--- src/rtl/cu_pkg.sv ---
// Shared types and constants for the control unit.
// CU_LOAD_WAIT_EN adds the S_LOAD_B state for synchronous-read memory.
package cu_pkg;

  typedef enum logic [3:0] {
    S_INIT   = 4'd0,
    S_FETCH  = 4'd1,
    S_DECODE = 4'd2,
    S_NOOP   = 4'd3,
    S_LOAD   = 4'd4,
    S_STORE  = 4'd5,
    S_ADD    = 4'd6,
    S_SUB    = 4'd7,
    S_HALT   = 4'd8,
    S_LOAD_B = 4'd9
  } state_t;

  localparam logic [3:0] NOOP  = 4'h0;
  localparam logic [3:0] STORE = 4'h1;
  localparam logic [3:0] LOAD  = 4'h2;
  localparam logic [3:0] ADD   = 4'h3;
  localparam logic [3:0] SUB   = 4'h4;
  localparam logic [3:0] HALT  = 4'h5;

  localparam logic [2:0] ALU_PASS = 3'd0;
  localparam logic [2:0] ALU_ADD  = 3'd1;
  localparam logic [2:0] ALU_SUB  = 3'd2;

endpackage

--- src/rtl/control_unit.sv ---
// Moore FSM sequencing fetch/decode/execute for the datapath.
// Define CU_LOAD_WAIT_EN to split Load into S_LOAD (addr) and S_LOAD_B.
module control_unit
  import cu_pkg::*;
#(
  parameter int IR_WIDTH      = 16,
  parameter int RF_ADDR_WIDTH = 4,
  parameter int D_ADDR_WIDTH  = 8
) (
  input  logic                     Clk,
  input  logic                     Reset,
  input  logic [IR_WIDTH-1:0]      IR,
  output logic                     PC_Clr,
  output logic                     PC_Up,
  output logic                     IR_Ld,
  output logic [D_ADDR_WIDTH-1:0]  D_Addr,
  output logic                     D_Wr,
  output logic                     RF_s,
  output logic [2:0]               ALU_s0,
  output logic [RF_ADDR_WIDTH-1:0] RF_W_Addr,
  output logic [RF_ADDR_WIDTH-1:0] RF_Ra_Addr,
  output logic [RF_ADDR_WIDTH-1:0] RF_Rb_Addr,
  output logic                     RF_W_En,
  output logic [3:0]               State
);

  state_t     state;
  state_t     state_nxt;
  logic [3:0] op;

  assign op    = IR[15:12];
  assign State = state;

  always_ff @(posedge Clk) begin
    if (Reset)
      state <= S_INIT;
    else
      state <= state_nxt;
  end

  always_comb begin
    state_nxt  = state;
    PC_Clr     = 1'b0;
    PC_Up      = 1'b0;
    IR_Ld      = 1'b0;
    D_Addr     = '0;
    D_Wr       = 1'b0;
    RF_s       = 1'b0;
    ALU_s0     = ALU_PASS;
    RF_W_Addr  = '0;
    RF_Ra_Addr = '0;
    RF_Rb_Addr = '0;
    RF_W_En    = 1'b0;
    unique case (state)
      S_INIT: begin
        PC_Clr    = 1'b1;
        state_nxt = S_FETCH;
      end
      S_FETCH: begin
        PC_Up     = 1'b1;
        IR_Ld     = 1'b1;
        state_nxt = S_DECODE;
      end
      S_DECODE: begin
        unique case (1'b1)
          (op == STORE): state_nxt = S_STORE;
          (op == LOAD):  state_nxt = S_LOAD;
          (op == ADD):   state_nxt = S_ADD;
          (op == SUB):   state_nxt = S_SUB;
          (op == HALT):  state_nxt = S_HALT;
          default:       state_nxt = S_NOOP;
        endcase
      end
      S_STORE: begin
        RF_Ra_Addr = RF_ADDR_WIDTH'(IR[11:8]);
        D_Addr     = D_ADDR_WIDTH'(IR[7:0]);
        D_Wr       = 1'b1;
        state_nxt  = S_FETCH;
      end
`ifdef CU_LOAD_WAIT_EN
      S_LOAD: begin
        D_Addr    = D_ADDR_WIDTH'(IR[11:4]);
        state_nxt = S_LOAD_B;
      end
      S_LOAD_B: begin
        D_Addr    = D_ADDR_WIDTH'(IR[11:4]);
        RF_W_Addr = RF_ADDR_WIDTH'(IR[3:0]);
        RF_s      = 1'b1;
        RF_W_En   = 1'b1;
        state_nxt = S_FETCH;
      end
`else
      S_LOAD: begin
        D_Addr    = D_ADDR_WIDTH'(IR[11:4]);
        RF_W_Addr = RF_ADDR_WIDTH'(IR[3:0]);
        RF_s      = 1'b1;
        RF_W_En   = 1'b1;
        state_nxt = S_FETCH;
      end
`endif
      S_ADD, S_SUB: begin
        RF_Ra_Addr = RF_ADDR_WIDTH'(IR[11:8]);
        RF_Rb_Addr = RF_ADDR_WIDTH'(IR[7:4]);
        RF_W_Addr  = RF_ADDR_WIDTH'(IR[3:0]);
        ALU_s0     = (state == S_ADD) ? ALU_ADD : ALU_SUB;
        RF_W_En    = 1'b1;
        state_nxt  = S_FETCH;
      end
      S_NOOP:  state_nxt = S_FETCH;
      S_HALT:  state_nxt = S_HALT;
      default: state_nxt = S_INIT;
    endcase
  end

endmodule

--- config.mk ---
export PLATFORM = sky130hd
export DESIGN_NAME = control_unit
export DESIGN_NICKNAME = d
export VERILOG_FILES = /design/src/rtl/cu_pkg.sv /design/src/rtl/control_unit.sv
export SDC_FILE = /design/constraint.sdc
export NUM_CORES = 1
export LEC_CHECK = 0
export BUFFER_PORTS_ARGS = -buffer_cell sky130_fd_sc_hd__clkbuf_2
export CORE_MARGIN = 2
export CORE_UTILIZATION = 30
export CTS_CLUSTER_SIZE = 8
export DETAILED_ROUTE_END_ITERATION = 6
export PLACE_DENSITY = 0.71
export SKIP_CTS_REPAIR_TIMING = 1
export SYNTH_ARGS = -nofsm -noshare
export SYNTH_HDL_FRONTEND = slang
export SYNTH_SLANG_ARGS = --single-unit
--- constraint.sdc ---
create_clock -name Clk -period 1.4 [get_ports Clk]
set_clock_uncertainty 0.15 [all_clocks]
set_input_delay 0.21 -clock Clk [delete_from_list [all_inputs] [get_ports Clk]]
set_output_delay 0.21 -clock Clk [all_outputs]
set_load 0.02 [all_outputs]
==> results of run 1 <==
==> Yosys cell counts <==
cell        n  area share (%)
and2_1      4             4.6
buf_2       6             5.5
buf_4       2             2.8
nand2_1     1            0.69
nor4_1      2             2.3
nor2b_1     1             1.1
buf_6       1             2.1
nand2b_1    6             6.9
a2111oi_2   1             2.8
nand3b_1    1             1.4
o31a_1      1             1.6
nand2b_2    1             1.6
a2111oi_0   1             1.6
o211ai_1    1             1.4
or3_1       1             1.1
xor2_1      1             1.6
conb_1      1            0.69
and2b_1     1             1.4
mux2i_1     8              15
nor4_2      2             4.6
nor3_1      2             1.8
and3_1      9              10
dfxtp_1     4              15
nor2b_2     1             1.6
a21oi_1     1            0.92
nor2_1     15              10
==> per-stage QoR <==
| stage | worst slack (ps) | cell area, µm² |
|---|---|---|
| 3_5_place_dp | 4.74 | 1060 |
| 5_1_grt | -285 | 1450 |
| 6_report | -252 | 1450 |
| 4_1_cts | -256 | 1090 |
| 3_3_place_gp | 19.1 | 1060 |
| 2_1_floorplan | -78.1 | 781 |
==> cells in the final DEF (no fill, tap or decap), types with 2 or more instances in the layout <==
cell and n:
a2111oi_2 2, and2_4 4, and3_4 9, buf_12 2
buf_4 11, buf_6 32, clkbuf_2 21, clkbuf_4 3
dfxtp_4 4, mux2i_4 7, nand2b_1 4, nand2b_4 3
nor2_1 4, nor2_4 11, nor2b_4 2, nor4_2 2
==> cell families after synthesis <==
| logic type | share of synthesized area [%] |
|---|---|
| AND/OR/NAND/NOR | 49.8 |
| flip-flops | 14.7 |
| AO/OA/AOI/OAI | 8.26 |
| multiplexers | 14.7 |
| XOR/XNOR | 1.61 |
| other | 0.687 |
| buffers and inverters | 10.3 |
==> worst register-to-register path: stages (launching register included) <==
cell and delay [ps]:
dfxtp_4 380, buf_6 110, nor2b_4 140, o211ai_1 120, a2111oi_2 370
==> power by group through the flow <==
stage	Sequential [mW]	Clock, mW	Combinational [mW]
2_1_floorplan	0.142	0	0.245
3_3_place_gp	0.143	0	0.319
3_5_place_dp	0.143	0	0.322
4_1_cts	0.141	0.150	0.323
5_1_grt	0.139	0.159	0.472
6_report	0.137	0.143	0.452
==> metal layers <==
layer  routed length, µm  GRT usage, %
met1                 957          24.4
met2                1490          26.9
met3                 137          3.53
met4                  58          6.67
met5                   0             0
==> final cells by class <==
class                   instances  area (µm²)  share of cell area [%]
repair buffers                 66         588                    40.6
clock buffers                   3        22.5                    1.56
multi-input cells              62         711                    49.1
flip-flops and latches          4        95.1                    6.57
well taps                      25        31.3                    2.16
==> worst paths after layout <==
check	endpoint	slack, ps	cells after the start
min	State[1]$_SDFF_PP0_	60	2
max reg2reg	State[1]$_SDFF_PP0_	20	4
min reg2reg	State[2]$_SDFF_PP0_	460	2
max	D_Addr[3]	-250	4
==> key figures, run 1 <==
Floorplan
  – Ports: 51
  – Cell row count: 15
  – Initial Util: 31.6%
  – Die width: 46.6 µm
  – Placeable Area: 1730 µm²
  – Vert. Die Dim: 46.6 µm
  – Die area: 2180 µm²

Logic synthesis
  – Synth Cell Area: 546 µm²
  – Cells after Synth: 75
  – Yosys warning total: 0
  – Register bit total from synthesis: 4
  – Syn nets: 93
  – Sequential area share after synthesis: 14.7%
  – Synth unique cells: 26
  – Syn avg cell area: 7.27 µm²

Routing
  – Vias/cell: 5.23
  – Total number of vias: 836
  – WL/cell: 16.5 µm
  – DR iter-0 viols: 15
  – # DRC: 0
  – DR pass1 iterations: 4
  – Antenna Nets Post-Route: 0
  – Drt total wl: 2.65 mm

Placed design
  – Dpl cells: 151
  – Dpl hpwl: 1.48 mm
  – Port buffer count: 49
  – GPL Wtd Cong: 0.818

GRT
  – Gr ovfl total: 0
  – Vias in the first global route: 641
  – Initial antenna violation count: 0
  – Tot GR Track Use: 17.7%
  – First-pass GRT wire length: 2.73 mm
  – Largest net degree at the start of global routing: 15

Timing
  – Clock period minus worst slack: 1650 ps
  – Final setup TNS: -4820 ps
  – Pins Over Slew Limit: 0
  – Fin Hold WS: 62.1 ps
  – RSZ-0062 raised after global routing: yes
  – Final hold violations: 0
  – Worst Setup Slack, final: -252 ps
  – Final setup violation count: 28
  – Fmax: 0.605 GHz
  – Final period utilization: 118%

Pwr
  – Total power: 0.732 mW
  – P_leak: 0.604 nW
  – Sequential cell fraction of total power: 18.8%
  – Internal power: 0.442 mW
  – Pwr/cell area: 506 nW/µm²
  – Net Sw Power: 0.290 mW
  – Comb power frac: 61.8%
  – Worst vdd ir: 582 µV
  – Clock Power Share: 19.5%
  – Switch share: 39.7%

Clock tree
  – Sink Count: 4
  – Clock-pin slew on the worst setup and hold paths: 30 ps
  – CTS tree: done
  – Clock latency on the worst-skew pair: 240 ps
  – H-tree levels: 1
  – CTS Buf Count: 3
  – Clock root buffer: clkbuf_4
  – CTS max path bufs: 2

Layout
  – Nets: 155
  – Diodes inserted: 0
  – Non-Filler Instances: 160
  – Max FFs per register: 4
  – Synth-to-Final Area Change: 165%
  – Fraction of layout cells with a size suffix above 1: 87.4%
  – # fillers: 103
  – Final Util: 83.8%

Status
  – Failing checks: setup timing
  – Status: finished with violations

Worst hold path
  – HP Start: Reset
  – Tightest Hold Check Type: in2reg

Worst setup path
  – CP arrival: 1290 ps
  – Worst path buffer plus inverter count: 2
  – CP endpoint kind: primary output
  – Crit. Startpoint: State[0]$_SDFF_PP0_
  – Delay-heaviest family, CP: flip-flops
  – Worst r2r src: State[1]$_SDFF_PP0_
  – WS Path Type: reg2out
  – Max incr delay on CP: 370 ps
  – Crit-path max FO: 8
  – Critical-path top delay cell: dfxtp_4
  – CP Launch Type: register
  – Worst path required time: 1040 ps
  – Crit-path cells: buf_12 -> mux2i_2 -> nor2_4 -> buf_6

Run
  – Max-cap violations: 0
(Power assumes the default switching activity.)
==> run 2: changes to the inputs <==
BUFFER_PORTS_ARGS = default   (was -buffer_cell sky130_fd_sc_hd__clkbuf_2)
DONT_BUFFER_PORTS = 1   (was default)
PLACE_DENSITY = 0.47   (was 0.71)
==> run 2 against run 1 <==
  * The flow finishes with violations (hold timing, setup timing)
  * Non-clock buffer count is 44 lower
  * Highest routed layer is now met3
  * Final cell count is 28% lower
  * Flip-flop and latch count stayed put
  * Maximum frequency is 6.1% higher
  * Utilization is 24 points lower
  * Global-route usage is 2.5 points lower
==> key figures, run 2 (same netlist as run 1, synthesis figures left out) <==
Clock tree
  – Clock-pin slew on the worst setup and hold paths: 40 ps
  – CTS Buf Count: 3
  – Clock latency on the worst-skew pair: 230 ps
  – Clock root buffer: clkbuf_4
  – H-tree levels: 1
  – CTS max path bufs: 2
  – Sink Count: 4
  – CTS tree: done

Worst setup path
  – Crit-path cells: nand2b_1 -> buf_4 -> nor2_1 -> buf_4
  – Critical-path top delay cell: dfxtp_2
  – Max incr delay on CP: 350 ps
  – Worst path required time: 1040 ps
  – R2R setup slack: 30 ps
  – Crit. Startpoint: State[3]$_SDFF_PP0_
  – CP Launch Type: register
  – Worst path buffer plus inverter count: 2
  – Worst r2r src: State[1]$_SDFF_PP0_
  – Delay-heaviest family, CP: flip-flops
  – CP most frequent cell: buf_4
  – Crit-path max FO: 5
  – CP arrival: 1200 ps
  – CP endpoint kind: primary output
  – WS Path Type: reg2out

Timing
  – Fin Hold WS: -4.90 ps
  – RSZ-0062 raised after global routing: yes
  – Fmax: 0.643 GHz
  – Slew margin rel.: 65.5%
  – Worst Setup Slack, final: -156 ps
  – Final hold violations: 1
  – Pins Over Slew Limit: 0
  – Final period utilization: 111%
  – Clock period minus worst slack: 1560 ps
  – Worst Tran Pin Value: 504 ps
  – Final setup violation count: 28

GRT
  – Largest net degree at the start of global routing: 13
  – Initial antenna violation count: 0
  – Tot GR Track Use: 15.2%
  – Vias in the first global route: 546
  – Gr ovfl total: 0
  – First-pass GRT wire length: 2.29 mm

Pwr
  – Pwr/cell area: 609 nW/µm²
  – P_leak: 0.363 nW
  – Total power: 0.626 mW
  – Worst vdd ir: 303 µV

Placed design
  – Dpl hpwl: 1.23 mm
  – Port buffer count: 0
  – GPL Wtd Cong: 0.808

Floorplan
  – Vert. Die Dim: 46.6 µm
  – Cell row count: 15
  – Initial Util: 31.6%
  – Die area: 2180 µm²
  – Placeable Area: 1730 µm²
  – Die width: 46.6 µm
  – Ports: 51

Layout
  – # fillers: 181
  – Area of the multi-input gates: 666 µm²
  – Most common cell after layout, fill and taps aside: buf_4
  – Synth-to-Final Area Change: 88.5%
  – Diodes inserted: 0
  – Reg area: 92.6 µm²
  – Nets: 111
  – Commonest non-fill, non-tap cells in the layout: buf_4 (15), nor2_4 (9), and3_4 (9)
  – Fraction of layout cells with a size suffix above 1: 74.7%
  – Max FFs per register: 4

Run
  – Max-cap violations: 0

Routing
  – DR iter-0 viols: 15
  – Drt total wl: 1.60 mm
  – Total number of vias: 589
  – Vias/cell: 5.08
  – # DRC: 0
  – WL/cell: 13.8 µm
  – Antenna Nets Post-Route: 0
  – DR pass1 iterations: 4

Worst hold path
  – Tightest Hold Check Type: in2reg
  – HP Start: Reset

Status
  – Status: finished with violations
  – Failing checks: hold timing, setup timing
## run 2: worst reg2reg max path, stage by stage, from the launching register on
cell and delay (ps):
dfxtp_4 390, nand2b_1 100, a2111oi_0 510, nor4_1 90
## run 2: area by class of cell
class                   count  share of cell area (%)
well taps                  25                    3.04
repair buffers             22                    21.0
flip-flops and latches      4                    9.00
multi-input cells          62                    64.7
clock buffers               3                    2.19
## run 2: worst paths after layout
| check | endpoint | cells past startpoint |
|---|---|---|
| setup reg to reg | State[0]$_SDFF_PP0_ | 3 |
| hold / removal | State[2]$_SDFF_PP0_ | 2 |
| setup / recovery | RF_W_En | 4 |
| hold reg to reg | State[2]$_SDFF_PP0_ | 2 |
## run 2: power by group
group / total [mW] / leakage, nW / internal (mW) / switching (mW)
logic: 0.336 / 0.314 / 0.178 / 0.157
clock network: 0.143 / 0.0138 / 0.0959 / 0.0473
registers: 0.147 / 0.0352 / 0.123 / 0.0242
## run 2: metrics by stage
step	instance area, µm²	instances	setup TNS (ps)	setup WS, ps	util (%)
finish	1030	116	-2800	-156	59.6
global route	1030	116	-4510	-207	59.6
CTS	895	112	-5630	-255	51.8
detailed placement	872	109	0	6.14	50.5
global placement	872	109	0	29.0	50.5
floorplan	781	75	-430	-78.1	-
## run 2: per-layer routing
layer  GRT usage [%]  wire [µm]  up-vias  share of wire, %
met2            23.6        831       28                52
met4            10.0          0        0                 0
met5               0          0        -                 0
met1            20.0        660      270                41
met3           0.784        109        0               6.8
li1                -          -      291                 -
